File: src/rtl/uart_tx_mmio_pkg.sv
// Shared definitions for the uart_tx_mmio transmitter: FSM encodings, IO page slot numbers
// and the baud divisor helper.
package uart_tx_mmio_pkg;

  typedef enum logic [1:0] {
    UART_S_IDLE  = 2'd0,
    UART_S_START = 2'd1,
    UART_S_DATA  = 2'd2,
    UART_S_STOP  = 2'd3
  } uart_state_e;

  localparam int IO_UART_DAT_bit    = 1;
  localparam int IO_UART_CNTL_bit   = 2;
  localparam int UART_CNTL_BUSY_BIT = 9;

  // Clocks per bit, rounded to nearest.
  function automatic int uart_div(input int clk_hz, input int baud);
    return (clk_hz + baud / 2) / baud;
  endfunction

endpackage

File: src/rtl/uart_tx_fifo.sv
// Small synchronous FIFO buffering CPU stores ahead of the UART shifter.
// DEPTH must be a power of two; push while full and pop while empty are ignored.
module uart_tx_fifo #(
  parameter int DEPTH = 4,
  parameter int WIDTH = 8
) (
  input  logic             clk,
  input  logic             resetn,
  input  logic             i_push,
  input  logic [WIDTH-1:0] i_data,
  input  logic             i_pop,
  output logic [WIDTH-1:0] o_data,
  output logic             o_empty,
  output logic             o_full
);

  localparam int AW = $clog2(DEPTH);
  localparam logic [AW:0] FULL_CNT = (AW + 1)'(DEPTH);

  logic [WIDTH-1:0] r_mem [DEPTH];
  logic [AW-1:0]    r_wr_ptr;
  logic [AW-1:0]    r_rd_ptr;
  logic [AW:0]      r_count;
  logic             w_push_ok;
  logic             w_pop_ok;

  assign o_empty   = (r_count == '0);
  assign o_full    = (r_count == FULL_CNT);
  assign o_data    = r_mem[r_rd_ptr];
  assign w_push_ok = i_push & ~o_full;
  assign w_pop_ok  = i_pop & ~o_empty;

  // NOTE: the storage array is deliberately not reset; the pointers and count define validity.
  always_ff @(posedge clk) begin
    if (w_push_ok) r_mem[r_wr_ptr] <= i_data;
  end

  always_ff @(posedge clk) begin
    if (!resetn) begin
      r_wr_ptr <= '0;
      r_rd_ptr <= '0;
      r_count  <= '0;
    end else begin
      if (w_push_ok) r_wr_ptr <= r_wr_ptr + AW'(1);
      if (w_pop_ok)  r_rd_ptr <= r_rd_ptr + AW'(1);
      r_count <= r_count + (AW + 1)'(w_push_ok) - (AW + 1)'(w_pop_ok);
    end
  end

endmodule

File: src/rtl/uart_tx_mmio.sv
// 8N1 UART transmitter fed by CPU stores to IO_UART_DAT; tx_busy feeds IO_UART_CNTL bit 9.
// Define UART_TX_FIFO_EN to buffer stores in uart_tx_fifo; the default build uses one shift register.
module uart_tx_mmio
  import uart_tx_mmio_pkg::*;
#(
  parameter int CLK_FREQ_HZ = 12_000_000,
  parameter int BAUD_RATE   = 115_200,
  parameter int FIFO_DEPTH  = 4
) (
  input  logic       clk,
  input  logic       resetn,
  input  logic       tx_wstrb,
  input  logic [7:0] tx_wdata,
  output logic       tx_busy,
  output logic       tx_out
);

  localparam int DIV = uart_div(CLK_FREQ_HZ, BAUD_RATE);
  localparam int CW  = $clog2(DIV);
  localparam logic [CW-1:0] BAUD_LAST = CW'(DIV - 1);
  localparam logic [CW-1:0] BAUD_ONE  = CW'(1);

  if (DIV < 2 || FIFO_DEPTH < 2) begin : g_bad_cfg
    $error("uart_tx_mmio: DIV and FIFO_DEPTH must both be at least 2");
  end

  uart_state_e   r_state;
  logic [CW-1:0] r_baud_cnt;
  logic [2:0]    r_bit_idx;
  logic [7:0]    r_shift;
  logic          r_tx_out;
  logic          r_tx_busy;

  logic          w_accept;
  logic          w_tick;
  logic          w_stop_end;
  logic          w_start_now;
  logic [7:0]    w_start_data;

  assign w_accept   = tx_wstrb & ~r_tx_busy;
  assign w_tick     = (r_baud_cnt == '0);
  assign w_stop_end = (r_state == UART_S_STOP) & w_tick;
  assign tx_out     = r_tx_out;
  assign tx_busy    = r_tx_busy;

`ifdef UART_TX_FIFO_EN
  localparam int HW = $clog2(FIFO_DEPTH + 1);

  logic          w_fifo_empty;
  logic          w_fifo_full;
  logic          w_push;
  logic          w_pop;
  logic [7:0]    w_fifo_data;
  logic [HW-1:0] r_held;
  logic [HW-1:0] w_held_next;

  // A store into an idle transmitter with nothing queued skips the FIFO so the start bit is immediate.
  assign w_push       = w_accept & ~w_fifo_full & ~((r_state == UART_S_IDLE) & w_fifo_empty);
  assign w_pop        = ~w_fifo_empty & ((r_state == UART_S_IDLE) | w_stop_end);
  assign w_start_now  = w_pop | ((r_state == UART_S_IDLE) & w_accept & w_fifo_empty);
  assign w_start_data = w_pop ? w_fifo_data : tx_wdata;

  // Bytes held counts the queue plus the byte on the wire; the CPU is stalled once it reaches FIFO_DEPTH.
  assign w_held_next  = r_held + HW'(w_accept) - HW'(w_stop_end);

  uart_tx_fifo #(
    .DEPTH (FIFO_DEPTH),
    .WIDTH (8)
  ) u_fifo (
    .clk     (clk),
    .resetn  (resetn),
    .i_push  (w_push),
    .i_data  (tx_wdata),
    .i_pop   (w_pop),
    .o_data  (w_fifo_data),
    .o_empty (w_fifo_empty),
    .o_full  (w_fifo_full)
  );

  always_ff @(posedge clk) begin
    if (!resetn) r_held <= '0;
    else         r_held <= w_held_next;
  end
`else
  assign w_start_now  = (r_state == UART_S_IDLE) & w_accept;
  assign w_start_data = tx_wdata;
`endif

  // NOTE: all state here uses non-blocking assignments so every register samples pre-edge values.
  always_ff @(posedge clk) begin
    if (!resetn) begin
      r_state    <= UART_S_IDLE;
      r_baud_cnt <= '0;
      r_bit_idx  <= '0;
      r_shift    <= '0;
      r_tx_out   <= 1'b1;
      r_tx_busy  <= 1'b0;
    end else begin
`ifdef UART_TX_FIFO_EN
      r_tx_busy <= (w_held_next >= HW'(FIFO_DEPTH));
`else
      if (w_start_now)     r_tx_busy <= 1'b1;
      else if (w_stop_end) r_tx_busy <= 1'b0;
`endif
      case (r_state)
        UART_S_IDLE: begin
          if (w_start_now) begin
            r_state    <= UART_S_START;
            r_baud_cnt <= BAUD_LAST;
            r_shift    <= w_start_data;
            r_tx_out   <= 1'b0;
          end
        end
        UART_S_START: begin
          if (w_tick) begin
            r_state    <= UART_S_DATA;
            r_baud_cnt <= BAUD_LAST;
            r_bit_idx  <= '0;
            r_tx_out   <= r_shift[0];
            r_shift    <= {1'b0, r_shift[7:1]};
          end else begin
            r_baud_cnt <= r_baud_cnt - BAUD_ONE;
          end
        end
        UART_S_DATA: begin
          if (w_tick) begin
            r_baud_cnt <= BAUD_LAST;
            if (r_bit_idx == 3'd7) begin
              r_state  <= UART_S_STOP;
              r_tx_out <= 1'b1;
            end else begin
              r_bit_idx <= r_bit_idx + 3'd1;
              r_tx_out  <= r_shift[0];
              r_shift   <= {1'b0, r_shift[7:1]};
            end
          end else begin
            r_baud_cnt <= r_baud_cnt - BAUD_ONE;
          end
        end
        UART_S_STOP: begin
          if (w_tick) begin
            if (w_start_now) begin
              r_state    <= UART_S_START;
              r_baud_cnt <= BAUD_LAST;
              r_shift    <= w_start_data;
              r_tx_out   <= 1'b0;
            end else begin
              r_state <= UART_S_IDLE;
            end
          end else begin
            r_baud_cnt <= r_baud_cnt - BAUD_ONE;
          end
        end
        default: r_state <= UART_S_IDLE;
      endcase
    end
  end

endmodule

File: config.mk
export PLATFORM = sky130hd
export DESIGN_NAME = uart_tx_mmio
export DESIGN_NICKNAME = d
export VERILOG_FILES = /design/src/rtl/uart_tx_mmio_pkg.sv /design/src/rtl/uart_tx_fifo.sv /design/src/rtl/uart_tx_mmio.sv
export SDC_FILE = /design/constraint.sdc
export NUM_CORES = 1
export LEC_CHECK = 0
export CORE_AREA = 5 5 54 56
export CTS_BUF_LIST = sky130_fd_sc_hd__clkbuf_4 sky130_fd_sc_hd__clkbuf_8
export DETAILED_ROUTE_END_ITERATION = 16
export DIE_AREA = 0 0 59 61
export PLACE_DENSITY_LB_ADDON = 0.25
export SETUP_SLACK_MARGIN = 0.02
export SYNTH_ARGS = -nofsm -noshare
export SYNTH_HDL_FRONTEND = slang
export SYNTH_HIERARCHICAL = 1
export SYNTH_SLANG_ARGS = --single-unit
File: constraint.sdc
create_clock -name clk -period 3.81 [get_ports clk]
set_clock_uncertainty 0.1 [all_clocks]
set_input_delay 0.5715 -clock clk [delete_from_list [all_inputs] [get_ports clk]]
set_output_delay 0.5715 -clock clk [all_outputs]
set_load 0.02 [all_outputs]
After elaboration in Yosys (flattened, before gate mapping)
Cells that the tools add are included.
{ "classes": {"n_addsub": 2, "n_eq_ne": 10, "muxes": 29, "n_bitwise": 4, "n_reduce_logical": 9} }
{ "op_table": {"columns": ["operator", "count"], "rows": [
  ["$mux W8", 5],
  ["$pmux W8 S4", 1],
  ["$mux W7", 3],
  ["$pmux W7 S3", 1],
  ["$ne A2 B2 Y1 const B", 6],
  ["$mux W2", 5],
  ["$mux W3", 3],
  ["$mux W1", 8],
  ["$pmux W2 S4", 1],
  ["$reduce_and A4 Y1", 2],
  ["$logic_not A7 Y1", 1],
  ["$sub A7 B1 Y7 const B", 1],
  ["$pmux W3 S2", 1],
  ["$reduce_and A5 Y1", 1],
  ["$eq A2 B2 Y1 const B", 2],
  ["$pmux W1 S4", 1],
  ["$reduce_bool A2 Y1", 2],
  ["$add A3 B1 Y3 const B", 1],
  ["$and A1 B1 Y1", 3],
  ["$eq A3 B3 Y1 const B", 1],
  ["$reduce_and A3 Y1", 1],
  ["$eq A2 B1 Y1 const B", 1],
  ["$logic_not A2 Y1", 1],
  ["$reduce_or A2 Y1", 1],
  ["$not A1 Y1", 1]
]} }
{ "totals": {"reg_bits": 22, "input_bits": 11, "output_inout_bits": 2, "word_cells": 60} }

Longest topological paths before layout
{ "logic_depth": {"word_depth": 6, "depth_mapped": 7, "ltp_nobuf": 6} }

Least setup slack after synthesis
OpenSTA, ideal clock, no wires.
{ "synth_timing": {"path_kind": "flip-flop to flip-flop", "start": "register r_baud_cnt[0]", "end": "register r_bit_idx[0]", "setup_ns": 0.121, "t_arrival_ns": 1.690, "t_required_ns": 3.589, "setup_slack_ns": 1.899, "path_stages_with_launch": 7, "n_path_buf": 0, "synth_period_minus_slack_ns": 1.911, "cell_sequence": "dfxtp_1 > inv_1 > ha_1 > or4b_1 > o31ai_1 > a31oi_1 > mux2_2"} }
{ "synth_via": {"elab_chain_cells": 3, "elab_cells_between_ends": 4, "classes_between": "eq/ne: 2; reduce/logical: 2"} }
{ "synth_rtl": {"columns": ["element", "line", "rtl"], "rows": [
  ["start: declaration", "uart_tx_mmio.sv:28", "logic [CW-1:0] r_baud_cnt;"],
  ["start signal: assignment", "uart_tx_mmio.sv:122", "r_baud_cnt <= r_baud_cnt - BAUD_ONE;"],
  ["start signal: assignment", "uart_tx_mmio.sv:137", "r_baud_cnt <= r_baud_cnt - BAUD_ONE;"],
  ["start signal: assignment", "uart_tx_mmio.sv:151", "r_baud_cnt <= r_baud_cnt - BAUD_ONE;"],
  ["$logic_not A7 Y1 *", "uart_tx_mmio.sv:41", "assign w_tick = (r_baud_cnt == '0);"],
  ["$ne A2 B2 Y1 (no source line)", null, null],
  ["$reduce_and A4 Y1 (no source line) *", null, null],
  ["end signal: assignment", "uart_tx_mmio.sv:132", "r_bit_idx <= r_bit_idx + 3'd1;"],
  ["end: declaration", "uart_tx_mmio.sv:29", "logic [2:0] r_bit_idx;"]
]} }
Mark *: on every way between the ends. The rest lies on a longest branch, timed or not.
A chain may end at the register's enable or synchronous reset.

Worst setup path in the final report
{ "layout_timing": {"start": "register r_state[0]", "end": "register r_baud_cnt[6]"} }
{ "layout_via": {"elab_chain_cells": 5, "elab_cells_between_ends": 9, "classes_between": "eq/ne: 3; mux: 3; bitwise: 1; reduce/logical: 2"} }
{ "layout_rtl": {"columns": ["element", "line", "rtl"], "rows": [
  ["start: declaration", "uart_tx_mmio.sv:27", "uart_state_e r_state;"],
  ["start signal: assignment", "uart_tx_mmio.sv:92", "r_state <= UART_S_IDLE;"],
  ["start signal: assignment", "uart_tx_mmio.sv:108", "r_state <= UART_S_START;"],
  ["start signal: assignment", "uart_tx_mmio.sv:116", "r_state <= UART_S_DATA;"],
  ["$logic_not A2 Y1", "uart_tx_mmio.sv:85, uart_tx_mmio.sv:105", null],
  ["$and A1 B1 Y1", "uart_tx_mmio.sv:85", "assign w_start_now = (r_state == UART_S_IDLE) & w_accept;"],
  ["$mux W7 (2 in a row)", null, null],
  ["$pmux W7 S3 *", "uart_tx_mmio.sv:105", "case (r_state)"]
]} }
Marked as above.

==> impl_metrics.csv <==
group,metric,value,unit
timing,finalCriticalPeriod,2.41,ns
critical_path,rrSetupSlack,1.40,ns
logic_synthesis,synth_largest_area_cell,"sky130_fd_sc_hd__dfxtp_1",
critical_path,critPathMaxFanout,13,
critical_path,required,3.98,ns
logic_synthesis,synth_fp_nets,157,
critical_path,crit_chain,"inv_1, ha_1, o21ai_0, or4_1, a211o_1, nand3_1",
global_routing,grt_busiest_layer,"met2",
logic_synthesis,main_combinational_cell_family_by_area_after_synthesis,"compound AO/OA/AOI/OAI gates",
critical_path,cp_num_cells,6,
logic_synthesis,synth_simple_gate_area_share,16.4,%
critical_path,slowest_stage,"sky130_fd_sc_hd__ha_1",
die,design.die.area,3600,um^2
cells_and_area,seqCellArea,440,um^2
cells_and_area,insertedDiodeCount,0,
global_routing,grt_antenna_before_repair,0,
clocking,postCtsSetupRepairBufs,0,
clocking,cts_root_buf,"sky130_fd_sc_hd__clkbuf_4",
logic_synthesis,synth_most_common_cell,"sky130_fd_sc_hd__dfxtp_1",
drt,via_per_instance_ratio,6.39,
clocking,cts.hold.buffers_added,0,
global_routing,met3_usage,3.19,%
logic_synthesis,synthFlopType,"sky130_fd_sc_hd__dfxtp_1",
clocking,clk_transition_reported_paths,0.14,ns
cells_and_area,combined_area_of_the_multi_input_logic_cells,771,um^2
hold_path,worstHoldPathType,"reg -> reg",
global_routing,grt_pass1_vias,1134,
place,gp_congestion,0.904,
logic_synthesis,ys_seq_elements,22,
logic_synthesis,number_of_synthesized_flops_with_an_enable_pin,0,
timing,maxClockFrequency,415,MHz
logic_synthesis,synth.cells.most_frequent,"sky130_fd_sc_hd__dfxtp_1 (22), sky130_fd_sc_hd__nand2_1 (11), sky130_fd_sc_hd__a22o_1 (9)",
timing,timing_hold_violations_final,0,
cells_and_area,areaGrowthSynthToFinish,14.3,%
logic_synthesis,asyncSetResetFlopFracSynth,0,%
global_routing,track_usage,18.5,%
critical_path,rr_worst_depth,6,
global_routing,gr-usage-met1,22.1,%
place,place_inst,175,
critical_path,path_class,"reg -> reg",
logic_synthesis,post_synthesis_xor_xnor_area_fraction,0,%
clocking,cts_buffers,3,
global_routing,grt_overflow,0,
clocking,cts-root-to-sink-buffers,2,
die,fp.dieH,61,um
logic_synthesis,synth.cell_area,1270,um^2
clocking,cts_tree,"yes",
timing,timing_max_transition_violations_final,0,
drt,ant_nets,0,
global_routing,maximum_number_of_pins_on_one_net_before_global_route_repair,14,
cells_and_area,final_cells,179,
logic_synthesis,compound_gate_fraction_of_synth_area,29.4,%
die,core_area,2390,um^2
cells_and_area,finalNetCount,169,
timing,transition_time_at_the_pin_with_the_least_slew_margin,0.572,ns
drt,wl,3110,um
place,hpwlAfterDp,2290,um
critical_path,setup.worst_path.start,"r_state[0]$_SDFFE_PN0P_",
clocking,numClockSinks,22,
power_and_ir_drop,power.leakage,0.566,nW
timing,timing.final.setup_violations,0,
logic_synthesis,netlist-cell-type-count,45,
die,die-width,59,um
die,initial_core_util,53.2,%
logic_synthesis,synth-seq-area-share,34.7,%
run_status,status,"complete, no violations",
timing,grt_setup_unrepaired,"no",
cells_and_area,drive_above_1_share,10.7,%
timing,timing.slew.headroom,61.5,%
critical_path,critical_register_to_register_path_startpoint,"r_state[0]$_SDFFE_PN0P_",
logic_synthesis,postSynthCellCount,138,
critical_path,worst-endpoint-arrival,2.58,ns
clocking,clock_latency,0.32,ns
global_routing,met2_usage,31.4,%
critical_path,timing.critical_path.max_delay_family,"compound AO/OA/AOI/OAI gates",
drt,detail_route.first_pass.iterations,5,
die,fp-row-count,18,
logic_synthesis,netlist.area_leader.share,34.7,%
critical_path,startpoint_type,"register",
power_and_ir_drop,power_per_cell_area,904,nW/um^2
place,io_buffer_count,12,
critical_path,cpPeakStageDelay,0.58,ns
drt,route.detailed.wl_per_inst,17.4,um
logic_synthesis,synthTopCellsByArea,"sky130_fd_sc_hd__dfxtp_1 (35%), sky130_fd_sc_hd__ha_1 (7.9%), sky130_fd_sc_hd__mux2_2 (7.1%)",
clocking,cts_resized,0,
flow_run,maxCapViolCount,0,
critical_path,worstPathBufferInverterCount,1,
clocking,cts_h_tree_depth,1,
global_routing,grt_first_pass_wirelength,5050,um
logic_synthesis,yosys_warnings,6,
critical_path,cp-end-kind,"register",
logic_synthesis,synthMuxAreaShare,7.09,%
timing,min_period_over_period,63.2,%
drt,drt_first_iter_violations,50,
cells_and_area,fillerInstances,227,
logic_synthesis,syn_area_per_cell,9.20,um^2
die,io_pins,13,
drt,remaining_drc_errors,0,
logic_synthesis,synth_adder_area_share,7.88,%
critical_path,setup.worst_path.end,"r_baud_cnt[6]$_SDFF_PN0_",
timing,timing.setup.tns,0,ns
hold_path,hold_path_startpoint,"r_shift[4]$_SDFFE_PN0P_",
power_and_ir_drop,ir_worst_vdd,551,uV
drt,vias,1143,
critical_path,crit-reg2reg-capture,"r_baud_cnt[6]$_SDFF_PN0_",
report_power, final:
group / switching (W) / total, W / internal [W]
Combinational: 0.000432 / 0.000734 / 0.000302
Clock: 0.0000766 / 0.000183 / 0.000106
Sequential: 0.0000785 / 0.000394 / 0.000316
cell type report:
cell class,count,share of cell area [%]
inverters,8,2.07
flip-flops and latches,22,30.3
clock inverters,1,2.07
repair buffers,12,8.28
clock buffers,3,1.55
well taps,30,2.59
multi-input cells,103,53.1
state kept, by name, indices dropped and copies added (netlist names):
name	count
tx_out	1
r_shift	8
r_state	2
r_baud_cnt	7
r_bit_idx	3
tx_busy	1
worst reg2reg max path: stages (launching register included):
cell and delay, ns:
sky130_fd_sc_hd__dfxtp_1 0.38, sky130_fd_sc_hd__inv_1 0.09, sky130_fd_sc_hd__ha_1 0.58, sky130_fd_sc_hd__o21ai_0 0.33, sky130_fd_sc_hd__or4_1 0.55, sky130_fd_sc_hd__a211o_1 0.28
sky130_fd_sc_hd__nand3_1 0.06
worst min path at each step:
stage | to | slack [ns] | cells after the start
finish | r_shift[4]$_SDFFE_PN0P_ | 0.40 | 1
global route | r_shift[4]$_SDFFE_PN0P_ | 0.41 | 1
CTS | r_shift[4]$_SDFFE_PN0P_ | 0.40 | 1
detailed placement | r_shift[4]$_SDFFE_PN0P_ | 0.37 | 1
global placement | r_shift[7]$_SDFFE_PN0P_ | 0.35 | 1
floorplan | r_shift[7]$_SDFFE_PN0P_ | 0.34 | 1
per-layer routing:
layer	wire length [um]	share of wire, %
met5	0	0
met4	53	1.7
met3	161	5.2
met2	1570	51
met1	1320	43
cell usage in the layout, fill, tap and decap left out, types with 3 or more instances in the layout:
master                            netlist  final
sky130_fd_sc_hd__a21oi_1                4      4
sky130_fd_sc_hd__dfxtp_1               22     22
sky130_fd_sc_hd__ha_1                   8      8
sky130_fd_sc_hd__nor3_1                 4      4
sky130_fd_sc_hd__nor2_1                 8      8
sky130_fd_sc_hd__a22o_1                 9      9
sky130_fd_sc_hd__o21ai_0                5      5
sky130_fd_sc_hd__a31oi_1                3      3
sky130_fd_sc_hd__nand3_1                4      4
sky130_fd_sc_hd__a211oi_1               3      3
sky130_fd_sc_hd__a311oi_1               3      3
sky130_fd_sc_hd__mux2_2                 8      8
sky130_fd_sc_hd__clkdlybuf4s50_1        0     12
sky130_fd_sc_hd__nand2_1               11     11
sky130_fd_sc_hd__inv_1                  8      8
sky130_fd_sc_hd__clkbuf_4               0      3
cell families (layout without fill, tap and decap cells):
family | Yosys count | count (layout)
AOI/OAI and AO/OA | 49 | 49
and+or+nand+nor | 38 | 38
DFF | 22 | 22
buffers and inverters | 13 | 24
adders and majority gates | 8 | 8
muxes | 8 | 8
per-stage QoR:
| stage | setup slack (ns) | util [%] | hold WS (ns) | instance area (um^2) | power (W) |
|---|---|---|---|---|---|
| 2_1_floorplan | 1.90 | - | 0.336 | 1270 | 0.000948 |
| 3_3_place_gp | 1.28 | 58.6 | 0.346 | 1400 | 0.00109 |
| 3_5_place_dp | 1.19 | 58.6 | 0.366 | 1400 | 0.00112 |
| 4_1_cts | 1.43 | 60.8 | 0.403 | 1450 | 0.00130 |
| 5_1_grt | 1.28 | 60.8 | 0.413 | 1450 | 0.00140 |
| 6_report | 1.40 | 60.8 | 0.400 | 1450 | 0.00131 |
(Power assumes the default switching activity.)
